--- src/rtl/hero_bus_if.sv ---
// hero_bus_if: bundles the requester-side and sink-side signals of the
// hero bus arbiter.
//   req_cycle_type/req_wdat/req_clk_en : per-requester beats, slice i = requester i
//   req_ready                          : per-requester accept strobe
//   out_cycle_type/out_wdat/out_clk_en : registered hero_write stage toward the sink
//   out_ready                          : sink backpressure
//   out_owner                          : requester index of the beat on out_*
//   busy, timeout_err                  : status
// Modport slave is the arbiter's view; modport master is the environment's view.
interface hero_bus_if #(
  parameter int NUM_REQ    = 4,
  parameter int HERO_WIDTH = 36,
  parameter int CT_WIDTH   = 4
);
  localparam int OWN_W = (NUM_REQ > 1) ? $clog2(NUM_REQ) : 1;

  logic [NUM_REQ*CT_WIDTH-1:0]   req_cycle_type;
  logic [NUM_REQ*HERO_WIDTH-1:0] req_wdat;
  logic [NUM_REQ-1:0]            req_clk_en;
  logic [NUM_REQ-1:0]            req_ready;
  logic [CT_WIDTH-1:0]           out_cycle_type;
  logic [HERO_WIDTH-1:0]         out_wdat;
  logic                          out_clk_en;
  logic                          out_ready;
  logic [OWN_W-1:0]              out_owner;
  logic                          busy;
  logic                          timeout_err;

  modport slave (
    input  req_cycle_type, req_wdat, req_clk_en, out_ready,
    output req_ready, out_cycle_type, out_wdat, out_clk_en, out_owner,
           busy, timeout_err
  );

  modport master (
    output req_cycle_type, req_wdat, req_clk_en, out_ready,
    input  req_ready, out_cycle_type, out_wdat, out_clk_en, out_owner,
           busy, timeout_err
  );
endinterface

--- src/rtl/hero_bus_arbiter.sv ---
// hero_bus_arbiter: shares one hero write bus among NUM_REQ requesters,
// granting whole transactions (VALID* DONE) in round-robin order.
// Ports:
//   clk  : clock
//   rst  : synchronous active-high reset
//   bus  : hero_bus_if.slave (requester beats in, req_ready out, registered
//          out_* stage toward the sink, out_ready in, busy/timeout_err status)
// Optional feature macro: HERO_ARB_TIMEOUT_EN -- when defined, an owner that
// stays IDLE for MAX_STALL cycles is terminated with an arbiter-generated DONE
// and timeout_err pulses; when undefined the lock is held indefinitely.
module hero_bus_arbiter #(
  parameter int NUM_REQ    = 4,
  parameter int HERO_WIDTH = 36,
  parameter int CT_WIDTH   = 4,
  parameter int MAX_STALL  = 16
) (
  input logic       clk,
  input logic       rst,
  hero_bus_if.slave bus
);
  localparam int OWN_W = (NUM_REQ > 1) ? $clog2(NUM_REQ) : 1;
  localparam logic [CT_WIDTH-1:0] CT_IDLE  = CT_WIDTH'(0);
  localparam logic [CT_WIDTH-1:0] CT_VALID = CT_WIDTH'(1);
  localparam logic [CT_WIDTH-1:0] CT_DONE  = CT_WIDTH'(2);

  typedef enum logic [0:0] {
    ST_ARB = 1'b0,
    ST_OWN = 1'b1
  } state_t;

  state_t                state_r, state_s;
  logic [OWN_W-1:0]      rr_ptr_r, rr_ptr_s;
  logic [OWN_W-1:0]      owner_r, owner_s;
  logic [NUM_REQ-1:0]    cand_s;
  logic [NUM_REQ-1:0]    ready_s;
  logic [OWN_W-1:0]      win_s;
  logic                  found_s;
  logic [OWN_W-1:0]      sel_s;
  logic                  sel_hit_s;
  logic [CT_WIDTH-1:0]   sel_ct_s;
  logic [HERO_WIDTH-1:0] sel_wdat_s;
  logic                  sel_ce_s;
  logic                  sel_is_valid_s;
  logic                  sel_is_done_s;
  logic                  out_free_s;
  logic                  accept_s;
  logic                  force_s;

  logic [CT_WIDTH-1:0]   out_ct_r;
  logic [HERO_WIDTH-1:0] out_wdat_r;
  logic                  out_ce_r;
  logic [OWN_W-1:0]      out_owner_r;
  logic                  timeout_err_r;

  // Index base+k reduced modulo NUM_REQ (k < NUM_REQ, so one subtraction suffices).
  function automatic logic [OWN_W-1:0] rr_idx(input logic [OWN_W-1:0] base, input int k);
    int s;
    s = int'(base) + k;
    if (s >= NUM_REQ) begin
      s = s - NUM_REQ;
    end else begin
      s = s;
    end
    return OWN_W'(s);
  endfunction

  // Successor of a requester index, wrapping at NUM_REQ.
  function automatic logic [OWN_W-1:0] inc_wrap(input logic [OWN_W-1:0] v);
    if (int'(v) == NUM_REQ - 1) begin
      return OWN_W'(0);
    end else begin
      return v + OWN_W'(1);
    end
  endfunction

  // The output slot can take a new beat when it is empty or being drained.
  assign out_free_s = (out_ct_r == CT_IDLE) || bus.out_ready;

  // Candidate decode: only VALID and DONE count; illegal codes behave as IDLE.
  always_comb begin
    cand_s = '0;
    for (int i = 0; i < NUM_REQ; i++) begin
      cand_s[i] = (bus.req_cycle_type[i*CT_WIDTH +: CT_WIDTH] == CT_VALID) ||
                  (bus.req_cycle_type[i*CT_WIDTH +: CT_WIDTH] == CT_DONE);
    end
  end

  // Round-robin search: first candidate at or after rr_ptr, with wrap.
  always_comb begin
    found_s = 1'b0;
    win_s   = OWN_W'(0);
    for (int k = 0; k < NUM_REQ; k++) begin
      if (!found_s && cand_s[rr_idx(rr_ptr_r, k)]) begin
        found_s = 1'b1;
        win_s   = rr_idx(rr_ptr_r, k);
      end else begin
        found_s = found_s;
      end
    end
  end

  // Selected requester: the owner while locked, otherwise the arbitration winner.
  always_comb begin
    if (state_r == ST_OWN) begin
      sel_s     = owner_r;
      sel_hit_s = 1'b1;
    end else begin
      sel_s     = win_s;
      sel_hit_s = found_s;
    end
  end

  // Mux the selected requester's beat.
  always_comb begin
    sel_ct_s   = CT_IDLE;
    sel_wdat_s = '0;
    sel_ce_s   = 1'b0;
    for (int i = 0; i < NUM_REQ; i++) begin
      if (OWN_W'(i) == sel_s) begin
        sel_ct_s   = bus.req_cycle_type[i*CT_WIDTH +: CT_WIDTH];
        sel_wdat_s = bus.req_wdat[i*HERO_WIDTH +: HERO_WIDTH];
        sel_ce_s   = bus.req_clk_en[i];
      end else begin
        sel_ct_s = sel_ct_s;
      end
    end
  end

  assign sel_is_valid_s = (sel_ct_s == CT_VALID);
  assign sel_is_done_s  = (sel_ct_s == CT_DONE);

  // Ready goes only to the selected requester; an IDLE owner still sees ready
  // but nothing is accepted from it. Ready is withheld in a forced-DONE cycle.
  always_comb begin
    ready_s = '0;
    if (sel_hit_s && out_free_s && !force_s) begin
      ready_s[sel_s] = 1'b1;
    end else begin
      ready_s = '0;
    end
  end

  assign accept_s = ready_s[sel_s] && (sel_is_valid_s || sel_is_done_s);

`ifdef HERO_ARB_TIMEOUT_EN
  localparam int STALL_W = $clog2(MAX_STALL + 1);
  localparam logic [STALL_W-1:0] STALL_MAX = STALL_W'(MAX_STALL);
  logic [STALL_W-1:0] stall_r;

  assign force_s = (state_r == ST_OWN) && (stall_r == STALL_MAX) && out_free_s;

  // Consecutive owner-IDLE cycles in OWN; cleared by any accepted beat or leaving OWN.
  always_ff @(posedge clk) begin
    if (rst) begin
      stall_r <= STALL_W'(0);
    end else if ((state_r != ST_OWN) || accept_s || force_s) begin
      stall_r <= STALL_W'(0);
    end else if (!cand_s[owner_r] && (stall_r != STALL_MAX)) begin
      stall_r <= stall_r + STALL_W'(1);
    end else begin
      stall_r <= stall_r;
    end
  end
`else
  // No stall termination: the comparison is false for every legal MAX_STALL.
  assign force_s = (MAX_STALL < 0);
`endif

  // Grant FSM state register.
  always_ff @(posedge clk) begin
    if (rst) begin
      state_r <= ST_ARB;
    end else begin
      state_r <= state_s;
    end
  end

  // Grant FSM next state, round-robin pointer and owner updates.
  always_comb begin
    state_s  = state_r;
    rr_ptr_s = rr_ptr_r;
    owner_s  = owner_r;
    case (state_r)
      ST_ARB: begin
        if (accept_s && sel_is_valid_s) begin
          state_s = ST_OWN;
          owner_s = sel_s;
        end else if (accept_s && sel_is_done_s) begin
          rr_ptr_s = inc_wrap(sel_s);
        end else begin
          state_s = ST_ARB;
        end
      end
      ST_OWN: begin
        if (force_s || (accept_s && sel_is_done_s)) begin
          state_s  = ST_ARB;
          rr_ptr_s = inc_wrap(owner_r);
        end else begin
          state_s = ST_OWN;
        end
      end
      default: begin
        state_s = ST_ARB;
      end
    endcase
  end

  // Pointer and owner registers.
  always_ff @(posedge clk) begin
    if (rst) begin
      rr_ptr_r <= OWN_W'(0);
      owner_r  <= OWN_W'(0);
    end else begin
      rr_ptr_r <= rr_ptr_s;
      owner_r  <= owner_s;
    end
  end

  // Registered hero_write stage: load accepted beat, forced DONE, or bubble;
  // hold everything while a beat is stalled by the sink.
  always_ff @(posedge clk) begin
    if (rst) begin
      out_ct_r    <= CT_IDLE;
      out_wdat_r  <= '0;
      out_ce_r    <= 1'b0;
      out_owner_r <= OWN_W'(0);
    end else if (out_free_s) begin
      if (accept_s) begin
        out_ct_r    <= sel_is_done_s ? CT_DONE : CT_VALID;
        out_wdat_r  <= sel_wdat_s;
        out_ce_r    <= sel_ce_s;
        out_owner_r <= sel_s;
      end else if (force_s) begin
        out_ct_r    <= CT_DONE;
        out_wdat_r  <= '0;
        out_ce_r    <= 1'b0;
        out_owner_r <= owner_r;
      end else begin
        out_ct_r    <= CT_IDLE;
        out_ce_r    <= 1'b0;
      end
    end else begin
      out_ct_r    <= out_ct_r;
      out_wdat_r  <= out_wdat_r;
      out_ce_r    <= out_ce_r;
      out_owner_r <= out_owner_r;
    end
  end

  // Timeout pulse aligned with the forced DONE on out_*.
  always_ff @(posedge clk) begin
    if (rst) begin
      timeout_err_r <= 1'b0;
    end else begin
      timeout_err_r <= force_s;
    end
  end

  assign bus.req_ready      = ready_s;
  assign bus.out_cycle_type = out_ct_r;
  assign bus.out_wdat       = out_wdat_r;
  assign bus.out_clk_en     = out_ce_r;
  assign bus.out_owner      = out_owner_r;
  assign bus.busy           = (state_r == ST_OWN);
  assign bus.timeout_err    = timeout_err_r;
endmodule

--- src/flat_wrapper.sv ---
// flat-port wrapper written by rule: the top's interface ports become plain ports
module hero_bus_arbiter_flat 
#(
  parameter int NUM_REQ    = 4,
  parameter int HERO_WIDTH = 36,
  parameter int CT_WIDTH   = 4,
  parameter int MAX_STALL  = 16
)
  (clk, rst, bus_req_cycle_type, bus_req_wdat, bus_req_clk_en, bus_out_ready, bus_req_ready, bus_out_cycle_type, bus_out_wdat, bus_out_clk_en, bus_out_owner, bus_busy, bus_timeout_err);
  hero_bus_if #(.NUM_REQ(NUM_REQ), .HERO_WIDTH(HERO_WIDTH), .CT_WIDTH(CT_WIDTH)) bus_i ();
  input logic clk;
  input logic rst;
  input wire logic [$bits(bus_i.req_cycle_type)-1:0] bus_req_cycle_type;
  input wire logic [$bits(bus_i.req_wdat)-1:0] bus_req_wdat;
  input wire logic [$bits(bus_i.req_clk_en)-1:0] bus_req_clk_en;
  input wire logic [$bits(bus_i.out_ready)-1:0] bus_out_ready;
  output wire logic [$bits(bus_i.req_ready)-1:0] bus_req_ready;
  output wire logic [$bits(bus_i.out_cycle_type)-1:0] bus_out_cycle_type;
  output wire logic [$bits(bus_i.out_wdat)-1:0] bus_out_wdat;
  output wire logic [$bits(bus_i.out_clk_en)-1:0] bus_out_clk_en;
  output wire logic [$bits(bus_i.out_owner)-1:0] bus_out_owner;
  output wire logic [$bits(bus_i.busy)-1:0] bus_busy;
  output wire logic [$bits(bus_i.timeout_err)-1:0] bus_timeout_err;
  assign bus_i.req_cycle_type = bus_req_cycle_type;
  assign bus_i.req_wdat = bus_req_wdat;
  assign bus_i.req_clk_en = bus_req_clk_en;
  assign bus_i.out_ready = bus_out_ready;
  assign bus_req_ready = bus_i.req_ready;
  assign bus_out_cycle_type = bus_i.out_cycle_type;
  assign bus_out_wdat = bus_i.out_wdat;
  assign bus_out_clk_en = bus_i.out_clk_en;
  assign bus_out_owner = bus_i.out_owner;
  assign bus_busy = bus_i.busy;
  assign bus_timeout_err = bus_i.timeout_err;
  hero_bus_arbiter #(.NUM_REQ(NUM_REQ), .HERO_WIDTH(HERO_WIDTH), .CT_WIDTH(CT_WIDTH), .MAX_STALL(MAX_STALL)) u_core (.clk(clk), .rst(rst), .bus(bus_i));
endmodule
--- config.mk ---
export PLATFORM = sky130hd
export DESIGN_NAME = hero_bus_arbiter_flat
export DESIGN_NICKNAME = d
export VERILOG_FILES = /design/src/rtl/hero_bus_if.sv /design/src/rtl/hero_bus_arbiter.sv /design/src/flat_wrapper.sv
export SDC_FILE = /design/constraint.sdc
export NUM_CORES = 1
export LEC_CHECK = 0
export BUFFER_PORTS_ARGS = -buffer_cell sky130_fd_sc_hd__buf_2
export CAP_MARGIN = 20
export CORE_MARGIN = 1.5
export CORE_UTILIZATION = 35
export CTS_BUF_LIST = sky130_fd_sc_hd__clkbuf_4 sky130_fd_sc_hd__clkbuf_8 sky130_fd_sc_hd__clkbuf_16
export DETAILED_ROUTE_END_ITERATION = 8
export PLACE_DENSITY = 0.72
export SYNTH_ARGS = -nofsm -noshare
export SYNTH_HDL_FRONTEND = slang
export SYNTH_SLANG_ARGS = --single-unit
--- constraint.sdc ---
create_clock -name clk -period 5.15 [get_ports clk]
set_clock_uncertainty 0.05 [all_clocks]
set_input_delay 1.03 -clock clk [delete_from_list [all_inputs] [get_ports clk]]
set_output_delay 1.03 -clock clk [all_outputs]
set_load 0.01 [all_outputs]
==> results of run 1 <==
[synth_stat cells, drive strengths merged (3+ instances only)]
cell / instances / area share, %
xnor2: 3 / 0.90
nor3: 39 / 7.5
o211ai: 9 / 2.1
or2: 6 / 1.0
and2: 3 / 0.50
nand2: 6 / 0.67
a21oi: 83 / 11
buf: 25 / 4.6
a221oi: 4 / 1.4
a22oi: 37 / 7.4
a211oi: 42 / 13
o211a: 7 / 1.9
ha: 5 / 1.7
clkbuf: 25 / 2.5
dfxtp: 46 / 25
o21ai: 6 / 0.90
a211o: 3 / 0.70
nor2: 80 / 8.0
inv: 9 / 0.90
o21a: 3 / 0.60
[worst max-delay path, cell delays in order]
cell	delay, ns
sky130_fd_sc_hd__buf_2	0.12
sky130_fd_sc_hd__xnor2_2	0.33
sky130_fd_sc_hd__nor2_1	0.12
sky130_fd_sc_hd__o21a_1	0.23
sky130_fd_sc_hd__a221oi_4	0.51
sky130_fd_sc_hd__inv_2	0.20
sky130_fd_sc_hd__ha_2	0.28
sky130_fd_sc_hd__a221o_1	0.38
sky130_fd_sc_hd__a211o_1	0.33
sky130_fd_sc_hd__a21o_1	0.23
sky130_fd_sc_hd__a211oi_4	0.25
sky130_fd_sc_hd__buf_4	0.31
sky130_fd_sc_hd__nor3_1	0.09
sky130_fd_sc_hd__a211oi_1	0.24
[routing by layer]
| layer | up-vias | track usage, % | wire (um) |
|---|---|---|---|
| met5 | - | 0 | 0 |
| met4 | 0 | 4.571 | 114 |
| met3 | 8 | 3.404 | 870 |
| met2 | 191 | 37.45 | 6044 |
| met1 | 2035 | 27.13 | 5371 |
| li1 | 2161 | - | - |
[area by class of cell]
class / instances / area share (%)
multi-input combinational: 376 / 51.26
timing repair buffer: 226 / 23.49
sequential: 46 / 18.35
tap: 136 / 3.391
clock buffer: 6 / 1.645
clock inverter: 2 / 1.197
inverter: 9 / 0.6731
[power by group]
part | switching (mW) | total [mW] | internal (mW)
logic | 0.521 | 0.880 | 0.359
registers | 0.0401 | 0.450 | 0.410
clock network | 0.127 | 0.334 | 0.207
total | 0.689 | 1.66 | 0.976
[metrics by stage]
step,cells,hold WS (ns)
6_report,801,0.4282
5_1_grt,801,0.4874
4_1_cts,800,0.4261
3_3_place_gp,792,0.4250
2_1_floorplan,481,0.4195
3_5_place_dp,792,0.4114
[sequential cells by signal, indices dropped and copies added (netlist names)]
signal,cells
u_core.bus.out_wdat,36
u_core.bus.out_cycle_type,2
u_core.bus.out_owner,2
u_core.owner_r,2
u_core.rr_ptr_r,2
u_core.bus.busy,1
u_core.bus.out_clk_en,1
[worst min-delay path by stage]
stage,start,cells past startpoint,slack (ns),endpoint
5_1_grt,u_core.bus.out_owner[0]$_SDFFE_PP0P_,2,0.49,u_core.bus.out_owner[0]$_SDFFE_PP0P_
3_5_place_dp,u_core.bus.out_owner[0]$_SDFFE_PP0P_,2,0.41,u_core.bus.out_owner[0]$_SDFFE_PP0P_
3_3_place_gp,u_core.bus.out_owner[0]$_SDFFE_PP0P_,2,0.43,u_core.bus.out_owner[0]$_SDFFE_PP0P_
4_1_cts,u_core.bus.out_owner[0]$_SDFFE_PP0P_,2,0.43,u_core.bus.out_owner[0]$_SDFFE_PP0P_
6_report,u_core.bus.out_owner[0]$_SDFFE_PP0P_,2,0.43,u_core.bus.out_owner[0]$_SDFFE_PP0P_
2_1_floorplan,u_core.owner_r[1]$_SDFFE_PP0P_,2,0.42,u_core.owner_r[1]$_SDFFE_PP0P_
[kinds of logic (layout without fill, tap and decap cells)]
| family | Yosys count | after routing | synth area share [%] |
|---|---|---|---|
| flip-flops | 46 | 46 | 24.53 |
| XOR/XNOR | 5 | 5 | 1.567 |
| buffers and inverters | 59 | 243 | 7.964 |
| AO/OA/AOI/OAI | 213 | 213 | 43.49 |
| AND/OR/NAND/NOR | 149 | 149 | 20.43 |
| multiplexers | 1 | 1 | 0.2666 |
| other | 1 | 3 | 0.09987 |
| adder cells (fa/ha/maj) | 5 | 5 | 1.666 |
==> qor.log, run 1 <==
[run_status] run status finished clean
[yosys] count of cell types in the netlist 62
[final_layout] area growth from synthesis to layout 33.66%
[yosys] primary flip-flop cell chosen by synthesis mapping sky130_fd_sc_hd__dfxtp_1
[cts] count of instances resized after the clock tree is built 0
[placement] routability-driven placement congestion ratio 0.8477
[drt] aggregate routed wire length 12.40 mm
[cts] root buf cell sky130_fd_sc_hd__clkbuf_8
[setup_path] largest fanout on the critical path 16
[drt] Iter 0 DRT Violations 230
[pwr] pwr/cell area 331.7 nW/um^2
[drt] Via density 5.487
[placement] instance area at placement 4856 sq um
[final_layout] Final #Nets 836
[final_layout] share of post-route cells with drive strength above 1 45.41%
[job] number of maximum-capacitance constraint violations 0
[pwr] Leakage Power 2.336 nW
[sta] final period demand of the worst path 4.523 ns
[setup_path] Setup Crit Path Kind primary input to flip-flop
[cts] clock tree buffer depth 2
[sta] final setup violating endpoints 0
[final_layout] Util after Layout 48.40%
[grt] number of antenna violations at the first check in global routing 0
[final_layout] fill cell count 1050
[cts] latest clock arrival within the worst-skew pair 0.29 ns
[final_layout] area taken by multi-input logic gates 2572 sq um
[yosys] EDFF count, synth 0
[drt] first drt pass iteration count 6
[grt] Total GRT Usage 21.23%
[floorplan] vertical die dimension 106.6 um
[floorplan] Die X-Extent 106.6 um
[setup_path] CP Capture Point u_core.bus.out_wdat[31]$_SDFFE_PP0P_
[floorplan] # rows 37
[final_layout] register cell area after layout 920.9 sq um
[placement] port bufs 212
[sta] final cycle utilization of the critical path 87.82%
[yosys] Post-Synthesis Cells 479
[sta] final count of hold timing violations 0
[grt] overflow left after global routing 0
[final_layout] most frequent cells in the layout 212 x sky130_fd_sc_hd__buf_2, 83 x sky130_fd_sc_hd__a21oi_1, 80 x sky130_fd_sc_hd__nor2_1
[sta] headroom to the max-slew limit 54.77%
[sta] final max-slew violation count 0
[cts] TritonCTS clock tree built
[placement] setup slack after placement 0.3196 ns
[final_layout] most common library cell in the layout ignoring fill and taps sky130_fd_sc_hd__buf_2
[yosys] synthesis-stage register bit count 46
[floorplan] # IOs 216
[cts] total CTS buffers 5
[yosys] combined area of all synthesized cells 3755 sq um
[floorplan] initial standard-cell utilization of the core 36.21%
[cts] hold buffer count at CTS 0
[yosys] share of flip-flops with an asynchronous set or reset after synthesis 0%
[setup_path] launch point of the worst reg-to-reg path u_core.rr_ptr_r[0]$_SDFFE_PP0P_
[drt] DRC viols 0
[sta] unrepaired setup endpoints after global routing no
[sta] slew at the pin closest to its max-slew limit 0.6679 ns
[cts] number of buffers inserted to repair setup after CTS 0
[final_layout] Finished Cell Area 5019 sq um
[drt] average detailed-routed wire length per instance 15.48 um
[setup_path] critical path data required time 5.31 ns
[cts] number of H-tree levels 2
[sta] min setup slack post-route 0.6273 ns
[drt] via total after detailed routing 4395
[yosys] post-synthesis sequential area ratio 24.53%
[setup_path] FF-to-FF setup slack 1.07 ns
[final_layout] number of antenna repair diodes 0
[floorplan] placeable core area 10370 sq um
[placement] total half-perimeter wirelength after legalization and detailed placement 9.612 mm
[drt] antenna-violating nets left 0
[sta] maximum achievable frequency 221.1 MHz
[cts] CTS clk-pin slew, worst paths 0.09 ns
[setup_path] Critical Path Sink Type flip-flop
[grt] maximum number of pins on one net before global-route repair 45
[setup_path] Crit path arrival time 4.68 ns
[grt] vias in the first global route 4172
[setup_path] Register-to-Register Path Depth 14
[floorplan] die area 11360 sq um
[hold_path] Worst Hold Class flip-flop to flip-flop
[pwr] Peak VDD IR 0.0001398 V
[setup_path] kind of start point of the critical path primary input
[yosys] mean post-synth cell area 7.839 sq um
[sta] setup total negative slack 0 ns
[pwr] Power Total 1.665 mW
[setup_path] reg-to-reg critical path endpoint u_core.bus.out_wdat[31]$_SDFFE_PP0P_
[setup_path] critical path launch point bus_req_cycle_type[12]
[yosys] Warnings, synthesis 0
[grt] wire length of the first global-routing pass 19.99 mm
[cts] CTS Sinks 46
Power figures use the tool's default switching activity.
==> run 2, diff against run 1 <==
--- a/config.mk
+++ b/config.mk
@@ -7,7 +7,6 @@
 export LEC_CHECK = 0
 export BUFFER_PORTS_ARGS = -buffer_cell sky130_fd_sc_hd__buf_2
 export CAP_MARGIN = 20
-export CORE_MARGIN = 1.5
 export CORE_UTILIZATION = 35
 export CTS_BUF_LIST = sky130_fd_sc_hd__clkbuf_4 sky130_fd_sc_hd__clkbuf_8 sky130_fd_sc_hd__clkbuf_16
 export DETAILED_ROUTE_END_ITERATION = 8
==> run 2 against run 1 <==
  * Critical path depth grew 1
  * Design area down 1.1%
  * Flip-flop and latch count unchanged
  * Worst hold slack improved by 0.0039 ns
  * Maximum frequency fell by 0.21%
  * Die area fell by 1.9%
  * Largest cell class unchanged
==> qor.log, run 2 (synthesis results as in run 1) <==
[floorplan] initial standard-cell utilization of the core 36.21% [unchanged]
[drt] DRC viols 0 [unchanged]
[drt] antenna-violating nets left 0 [unchanged]
[setup_path] Crit path arrival time 4.70 ns [was 4.68 ns]
[floorplan] vertical die dimension 105.6 um [was 106.6 um]
[setup_path] kind of start point of the critical path primary input [unchanged]
[setup_path] critical path's most frequent cell sky130_fd_sc_hd__o211ai_1
[final_layout] register cell area after layout 920.9 sq um [unchanged]
[job] number of maximum-capacitance constraint violations 0 [unchanged]
[placement] setup slack after placement 0.3773 ns [was 0.3196 ns]
[setup_path] critical path data required time 5.32 ns [was 5.31 ns]
[cts] total CTS buffers 5 [unchanged]
[drt] first drt pass iteration count 5 [was 6]
[placement] instance area at placement 4866 sq um [was 4856 sq um]
[placement] placed cell count 794 [was 792]
[grt] Total GRT Usage 21.81% [was 21.23%]
[cts] number of H-tree levels 2 [unchanged]
[final_layout] area growth from synthesis to layout 32.12% [was 33.66%]
[setup_path] Setup Crit Path Kind primary input to flip-flop [unchanged]
[sta] headroom to the max-slew limit 55.26% [was 54.77%]
[sta] final period demand of the worst path 4.532 ns [was 4.523 ns]
[sta] maximum achievable frequency 220.6 MHz [was 221.1 MHz]
[cts] root buf cell sky130_fd_sc_hd__clkbuf_8 [unchanged]
[drt] via total after detailed routing 4384 [was 4395]
[sta] final setup violating endpoints 0 [unchanged]
[run_status] run status finished clean [unchanged]
[final_layout] Finished Cell Area 4961 sq um [was 5019 sq um]
[placement] port bufs 212 [unchanged]
[cts] TritonCTS clock tree built [unchanged]
[drt] average detailed-routed wire length per instance 15.49 um [was 15.48 um]
[sta] slew at the pin closest to its max-slew limit 0.6607 ns [was 0.6679 ns]
[floorplan] Die X-Extent 105.6 um [was 106.6 um]
[drt] Via density 5.466 [was 5.487]
[final_layout] most frequent cells in the layout 212 x sky130_fd_sc_hd__buf_2, 83 x sky130_fd_sc_hd__a21oi_1, 80 x sky130_fd_sc_hd__nor2_1 [unchanged]
[placement] routability-driven placement congestion ratio 0.8961 [was 0.8477]
[grt] wire length of the first global-routing pass 19.93 mm [was 19.99 mm]
[pwr] Peak VDD IR 0.0001178 V [was 0.0001398 V]
[floorplan] # rows 37 [unchanged]
[setup_path] slowest library cell on the worst path sky130_fd_sc_hd__a221oi_1 [was sky130_fd_sc_hd__a221oi_4]
[sta] final max-slew violation count 0 [unchanged]
[pwr] Leakage Power 2.306 nW [was 2.336 nW]
[sta] setup total negative slack 0 ns [unchanged]
[final_layout] number of flip-flops in the largest register 36 [unchanged]
[setup_path] cell type group with the largest total delay on the critical path compound AO/OA/AOI/OAI gates [unchanged]
[drt] aggregate routed wire length 12.42 mm [was 12.40 mm]
[cts] hold buffer count at CTS 0 [unchanged]
[setup_path] biggest cell delay along the critical path 0.43 ns [was 0.51 ns]
[grt] overflow left after global routing 0 [unchanged]
[final_layout] share of post-route cells with drive strength above 1 45.50% [was 45.41%]
[sta] Fin Hold WS 0.4321 ns [was 0.4282 ns]
[pwr] Power Total 1.569 mW [was 1.665 mW]
[setup_path] cell-by-cell listing of the critical path buf_2, nor2_1, a211oi_1, o211ai_1, nand3_1, inv_1, ha_2, a21oi_1, a221oi_1, o211ai_1, a21o_1, a211oi_4, buf_4, nor3_2, a211oi_2 [was buf_2, xnor2_2, nor2_1, o21a_1, a221oi_4, inv_2, ha_2, a221o_1, a211o_1, a21o_1, a211oi_4, buf_4, nor3_1, a211oi_1]
[sta] final cycle utilization of the critical path 88.01% [was 87.82%]
[floorplan] die area 11150 sq um [was 11360 sq um]
[placement] total half-perimeter wirelength after legalization and detailed placement 9.446 mm [was 9.612 mm]
[setup_path] largest fanout on the critical path 21 [was 16]
[cts] CTS Sinks 46 [unchanged]
[grt] maximum number of pins on one net before global-route repair 45 [unchanged]
[cts] latest clock arrival within the worst-skew pair 0.30 ns [was 0.29 ns]
[cts] number of buffers inserted to repair setup after CTS 0 [unchanged]
[final_layout] fill cell count 1031 [was 1050]
[final_layout] number of antenna repair diodes 0 [unchanged]
[cts] count of instances resized after the clock tree is built 0 [unchanged]
[sta] final count of hold timing violations 0 [unchanged]
[drt] Iter 0 DRT Violations 232 [was 230]
[floorplan] # IOs 216 [unchanged]
[floorplan] placeable core area 10370 sq um [unchanged]
[hold_path] Worst Hold Class flip-flop to flip-flop [unchanged]
[final_layout] Util after Layout 47.84% [was 48.40%]
[pwr] pwr/cell area 316.2 nW/um^2 [was 331.7 nW/um^2]
[final_layout] area taken by multi-input logic gates 2567 sq um [was 2572 sq um]
[setup_path] Buf+Inv Stages, Crit Path 3 [unchanged]
[sta] unrepaired setup endpoints after global routing no [unchanged]
[cts] CTS clk-pin slew, worst paths 0.09 ns [about the same]
[sta] min setup slack post-route 0.6175 ns [was 0.6273 ns]
[final_layout] most common library cell in the layout ignoring fill and taps sky130_fd_sc_hd__buf_2 [unchanged]
[final_layout] Final Instance Count excl. Fillers 802 [was 801]
[grt] number of antenna violations at the first check in global routing 0 [unchanged]
[setup_path] Critical Path Sink Type flip-flop [unchanged]
[cts] clock tree buffer depth 2 [unchanged]
[final_layout] Final #Nets 837 [was 836]
[grt] vias in the first global route 4164 [was 4172]
-- run 2: changes by cell type in the layout (fill, tap and decap cells not counted), sizes merged --
cell,before,now
bufinv,2,0
buf,226,227
clkinv,0,1
clkinvlp,0,1
-- run 2: worst register-to-register path: stages, from the launching register on --
cell and delay, ns:
sky130_fd_sc_hd__dfxtp_1 0.40, sky130_fd_sc_hd__or4_1 0.54, sky130_fd_sc_hd__a211o_1 0.25, sky130_fd_sc_hd__a211oi_2 0.27, sky130_fd_sc_hd__a221oi_4 0.12, sky130_fd_sc_hd__inv_2 0.19
sky130_fd_sc_hd__ha_2 0.29, sky130_fd_sc_hd__a21oi_1 0.06, sky130_fd_sc_hd__a221oi_1 0.43, sky130_fd_sc_hd__o211ai_1 0.22, sky130_fd_sc_hd__a21o_1 0.28, sky130_fd_sc_hd__a211oi_4 0.25
sky130_fd_sc_hd__buf_4 0.35, sky130_fd_sc_hd__nor3_2 0.11, sky130_fd_sc_hd__a211oi_2 0.20
-- run 2: final cells by class --
class	count	area share [%]
multi-input cells	376	51.75
repair buffers	227	23.66
flip-flops and latches	46	18.56
well taps	136	3.430
clock buffers	6	1.665
inverters	9	0.6810
clock inverters	2	0.2522
-- run 2: routing by layer --
metal  wire length [um]  vias up  track usage [%]
met4                210        0            6.052
met5                  0        -                0
li1                   -     2162                -
met3                887       21            4.329
met2               5947      190            38.30
met1               5374     2011            26.99
-- run 2: power by group --
group          total [mW]  switching [mW]  internal [mW]
clock network       0.238           0.130          0.108
logic               0.881           0.520          0.360
registers           0.450          0.0395          0.410
-- run 2: path summary, 6_finish.rpt --
kind,slack (ns),from,endpoint,cells past startpoint
setup / recovery,0.62,bus_req_cycle_type[11],u_core.bus.out_wdat[18]$_SDFFE_PP0P_,15
hold / removal,0.43,u_core.bus.out_owner[0]$_SDFFE_PP0P_,u_core.bus.out_owner[0]$_SDFFE_PP0P_,2
setup reg to reg,1.07,u_core.rr_ptr_r[0]$_SDFFE_PP0P_,u_core.bus.out_wdat[18]$_SDFFE_PP0P_,14
hold reg to reg,0.43,u_core.bus.out_owner[0]$_SDFFE_PP0P_,u_core.bus.out_owner[0]$_SDFFE_PP0P_,2
==> run 3, diff against run 2 <==
--- a/config.mk
+++ b/config.mk
@@ -10,7 +10,7 @@
 export CORE_UTILIZATION = 35
 export CTS_BUF_LIST = sky130_fd_sc_hd__clkbuf_4 sky130_fd_sc_hd__clkbuf_8 sky130_fd_sc_hd__clkbuf_16
 export DETAILED_ROUTE_END_ITERATION = 8
-export PLACE_DENSITY = 0.72
+export PLACE_DENSITY_LB_ADDON = 0.3
 export SYNTH_ARGS = -nofsm -noshare
 export SYNTH_HDL_FRONTEND = slang
 export SYNTH_SLANG_ARGS = --single-unit
==> run 3 against run 2 <==
  * Design area rose by 0.73%
  * Worst hold slack improved by 0.011 ns
  * Critical endpoint is now u_core.bus.out_wdat[12]$_SDFFE_PP0P_
  * Flip-flop and latch count did not move
  * Global-route usage fell by 0.63 points
  * Maximum frequency fell by 1.2%
  * Setup slack got worse by 0.055 ns
  * Cell count fell by 0.37%
  * Routed wire length fell by 2.9%
  * Non-clock buffer count fell by 3
  * Largest cell class unchanged
==> qor.log, run 3 (synthesis results as in run 1) <==
[drt] DRC viols 0 [unchanged]
[setup_path] kind of start point of the critical path primary input [unchanged]
[pwr] switching portion of total power 43.52% [was 43.99%]
[sta] final period demand of the worst path 4.587 ns [was 4.532 ns]
[floorplan] # IOs 216 [unchanged]
[setup_path] Critical Path Sink Type flip-flop [unchanged]
[pwr] part of the power in the clock network 15.4% [was 15.2%]
[drt] average detailed-routed wire length per instance 15.10 um [was 15.49 um]
[grt] grt met3 use 4.020% [was 4.329%]
[pwr] share of total power in sequential cells 28.5% [was 28.7%]
[final_layout] number of flip-flops in the largest register 36 [unchanged]
[cts] CTS Sinks 46 [unchanged]
[grt] overflow left after global routing 0 [unchanged]
[grt] met2 track demand over resource in global routing 36.00% [was 38.30%]
[final_layout] Final #Nets 834 [was 837]
[final_layout] number of antenna repair diodes 0 [unchanged]
[pwr] combinational cell fraction of total power 56.1% [about the same]
[pwr] cell internal pwr 891.1 uW [was 878.5 uW]
[placement] placed cell count 790 [was 794]
[pwr] Peak VDD IR 0.0001316 V [was 0.0001178 V]
[sta] final max-slew violation count 0 [unchanged]
[pwr] Net Switching 686.6 uW [was 690.1 uW]
[setup_path] Crit path arrival time 4.76 ns [was 4.70 ns]
[drt] first drt pass iteration count 4 [was 5]
[cts] number of H-tree levels 2 [unchanged]
[final_layout] area taken by multi-input logic gates 2572 sq um [was 2567 sq um]
[final_layout] most frequent cells in the layout 212 x sky130_fd_sc_hd__buf_2, 83 x sky130_fd_sc_hd__a21oi_1, 80 x sky130_fd_sc_hd__nor2_1 [unchanged]
[drt] via total after detailed routing 4273 [was 4384]
[grt] Total GRT Usage 21.18% [was 21.81%]
[cts] total CTS buffers 5 [unchanged]
[floorplan] die area 11150 sq um [unchanged]
[sta] final setup violating endpoints 0 [unchanged]
[final_layout] most common library cell in the layout ignoring fill and taps sky130_fd_sc_hd__buf_2 [unchanged]
[pwr] pwr/cell area 315.7 nW/um^2 [was 316.2 nW/um^2]
[final_layout] fill cell count 1028 [was 1031]
[grt] vias in the first global route 4037 [was 4164]
[floorplan] initial standard-cell utilization of the core 36.21% [unchanged]
[grt] most used routing layer in global routing met2 [unchanged]
[grt] maximum number of pins on one net before global-route repair 45 [unchanged]
[sta] setup total negative slack 0 ns [unchanged]
[placement] routability-driven placement congestion ratio 0.8923 [was 0.8961]
[grt] number of antenna violations at the first check in global routing 0 [unchanged]
[cts] root buf cell sky130_fd_sc_hd__clkbuf_8 [unchanged]
[cts] number of buffers inserted to repair setup after CTS 0 [unchanged]
[sta] final count of hold timing violations 0 [unchanged]
[setup_path] critical path data required time 5.32 ns [about the same]
[placement] port bufs 212 [unchanged]
[cts] clock tree buffer depth 2 [unchanged]
[sta] headroom to the max-slew limit 55.60% [was 55.26%]
[floorplan] # rows 37 [unchanged]
[drt] Via density 5.348 [was 5.466]
[hold_path] Worst Hold Class flip-flop to flip-flop [unchanged]
[floorplan] vertical die dimension 105.6 um [unchanged]
[drt] antenna-violating nets left 0 [unchanged]
[cts] CTS clk-pin slew, worst paths 0.09 ns [about the same]
[final_layout] area growth from synthesis to layout 33.09% [was 32.12%]
[run_status] run status finished clean [unchanged]
[floorplan] Die X-Extent 105.6 um [unchanged]
[grt] met1 routing resource usage after global routing 27.26% [was 26.99%]
[setup_path] largest fanout on the critical path 38 [was 21]
[sta] maximum achievable frequency 218.0 MHz [was 220.6 MHz]
[floorplan] placeable core area 10370 sq um [unchanged]
[drt] Iter 0 DRT Violations 253 [was 232]
[job] number of maximum-capacitance constraint violations 0 [unchanged]
[sta] unrepaired setup endpoints after global routing no [unchanged]
[cts] TritonCTS clock tree built [unchanged]
[placement] total half-perimeter wirelength after legalization and detailed placement 9.212 mm [was 9.446 mm]
[cts] latest clock arrival within the worst-skew pair 0.29 ns [was 0.30 ns]
[grt] wire length of the first global-routing pass 19.29 mm [was 19.93 mm]
[cts] hold buffer count at CTS 0 [unchanged]
[pwr] Leakage Power 2.314 nW [was 2.306 nW]
[drt] aggregate routed wire length 12.07 mm [was 12.42 mm]
[sta] final cycle utilization of the critical path 89.07% [was 88.01%]
[final_layout] register cell area after layout 920.9 sq um [unchanged]
[cts] count of instances resized after the clock tree is built 0 [unchanged]
[setup_path] Setup Crit Path Kind primary input to flip-flop [unchanged]
[final_layout] share of post-route cells with drive strength above 1 45.25% [was 45.50%]
[sta] slew at the pin closest to its max-slew limit 0.6556 ns [was 0.6607 ns]
[final_layout] Final Instance Count excl. Fillers 799 [was 802]
==> run 3: cell types whose count changed in the layout (fill, tap and decap cells not counted), sizes merged <==
cell      delta
buf          -3
clkbuf       +1
clkinv       -1
clkinvlp     -1
inv          +1
==> run 3: layout make-up <==
class | count | area share [%]
Tap cell | 136 | 3.405
Timing Repair Buffer | 224 | 24.04
Multi-Input combinational cell | 376 | 51.48
Clock buffer | 7 | 1.803
Sequential cell | 46 | 18.43
Clock inverter | 1 | 0.1753
Inverter | 9 | 0.6760
==> run 3: critical path: stages <==
cell and delay [ns]:
sky130_fd_sc_hd__buf_2 0.11, sky130_fd_sc_hd__nor2_1 0.37, sky130_fd_sc_hd__a311oi_1 0.22, sky130_fd_sc_hd__o211ai_1 0.41, sky130_fd_sc_hd__nand3_1 0.28, sky130_fd_sc_hd__inv_1 0.16
sky130_fd_sc_hd__ha_2 0.35, sky130_fd_sc_hd__a21oi_1 0.08, sky130_fd_sc_hd__a221o_1 0.35, sky130_fd_sc_hd__a211o_1 0.33, sky130_fd_sc_hd__a21o_1 0.23, sky130_fd_sc_hd__a211oi_4 0.27
sky130_fd_sc_hd__buf_12 0.25, sky130_fd_sc_hd__nor3_1 0.09, sky130_fd_sc_hd__a211oi_2 0.20
==> run 3: final timing paths <==
check | from | end | slack, ns | depth (start not counted)
min | u_core.bus.out_cycle_type[0]$_SDFFE_PP0N_ | u_core.bus.out_cycle_type[0]$_SDFFE_PP0N_ | 0.44 | 2
max | bus_req_cycle_type[11] | u_core.bus.out_wdat[12]$_SDFFE_PP0P_ | 0.56 | 15
max reg2reg | u_core.rr_ptr_r[0]$_SDFFE_PP0P_ | u_core.bus.out_wdat[12]$_SDFFE_PP0P_ | 1.03 | 14
min reg2reg | u_core.bus.out_cycle_type[0]$_SDFFE_PP0N_ | u_core.bus.out_cycle_type[0]$_SDFFE_PP0N_ | 0.44 | 2
==> run 3: power groups by stage <==
stage / clock network (mW) / logic (mW) / registers, mW
4_1_cts: 0.251 / 0.885 / 0.450
3_5_place_dp: 0 / 0.880 / 0.458
6_report: 0.243 / 0.885 / 0.449
5_1_grt: 0.267 / 0.991 / 0.456
2_1_floorplan: 0 / 0.601 / 0.473
3_3_place_gp: 0 / 0.858 / 0.458
==> run 3: metrics by stage <==
| stage | utilization (%) | hold WS (ns) | power [mW] | area [sq um] | worst slack, ns |
|---|---|---|---|---|---|
| floorplan | - | 0.4195 | 1.074 | 3762 | 0.7882 |
| global placement | 47.04 | 0.4247 | 1.316 | 4878 | 0.4246 |
| detailed placement | 47.04 | 0.4275 | 1.338 | 4878 | 0.2901 |
| CTS | 48.00 | 0.4440 | 1.585 | 4977 | 0.5989 |
| global route | 48.19 | 0.4614 | 1.715 | 4997 | 0.2339 |
| finish | 48.19 | 0.4429 | 1.578 | 4997 | 0.5626 |
==> run 3: routing by layer <==
| metal | vias to the layer above | part of all wire [%] |
|---|---|---|
| li1 | 2164 | - |
| met1 | 1934 | 44 |
| met2 | 163 | 48 |
| met3 | 12 | 6.3 |
| met4 | 0 | 1.5 |
| met5 | - | 0 |
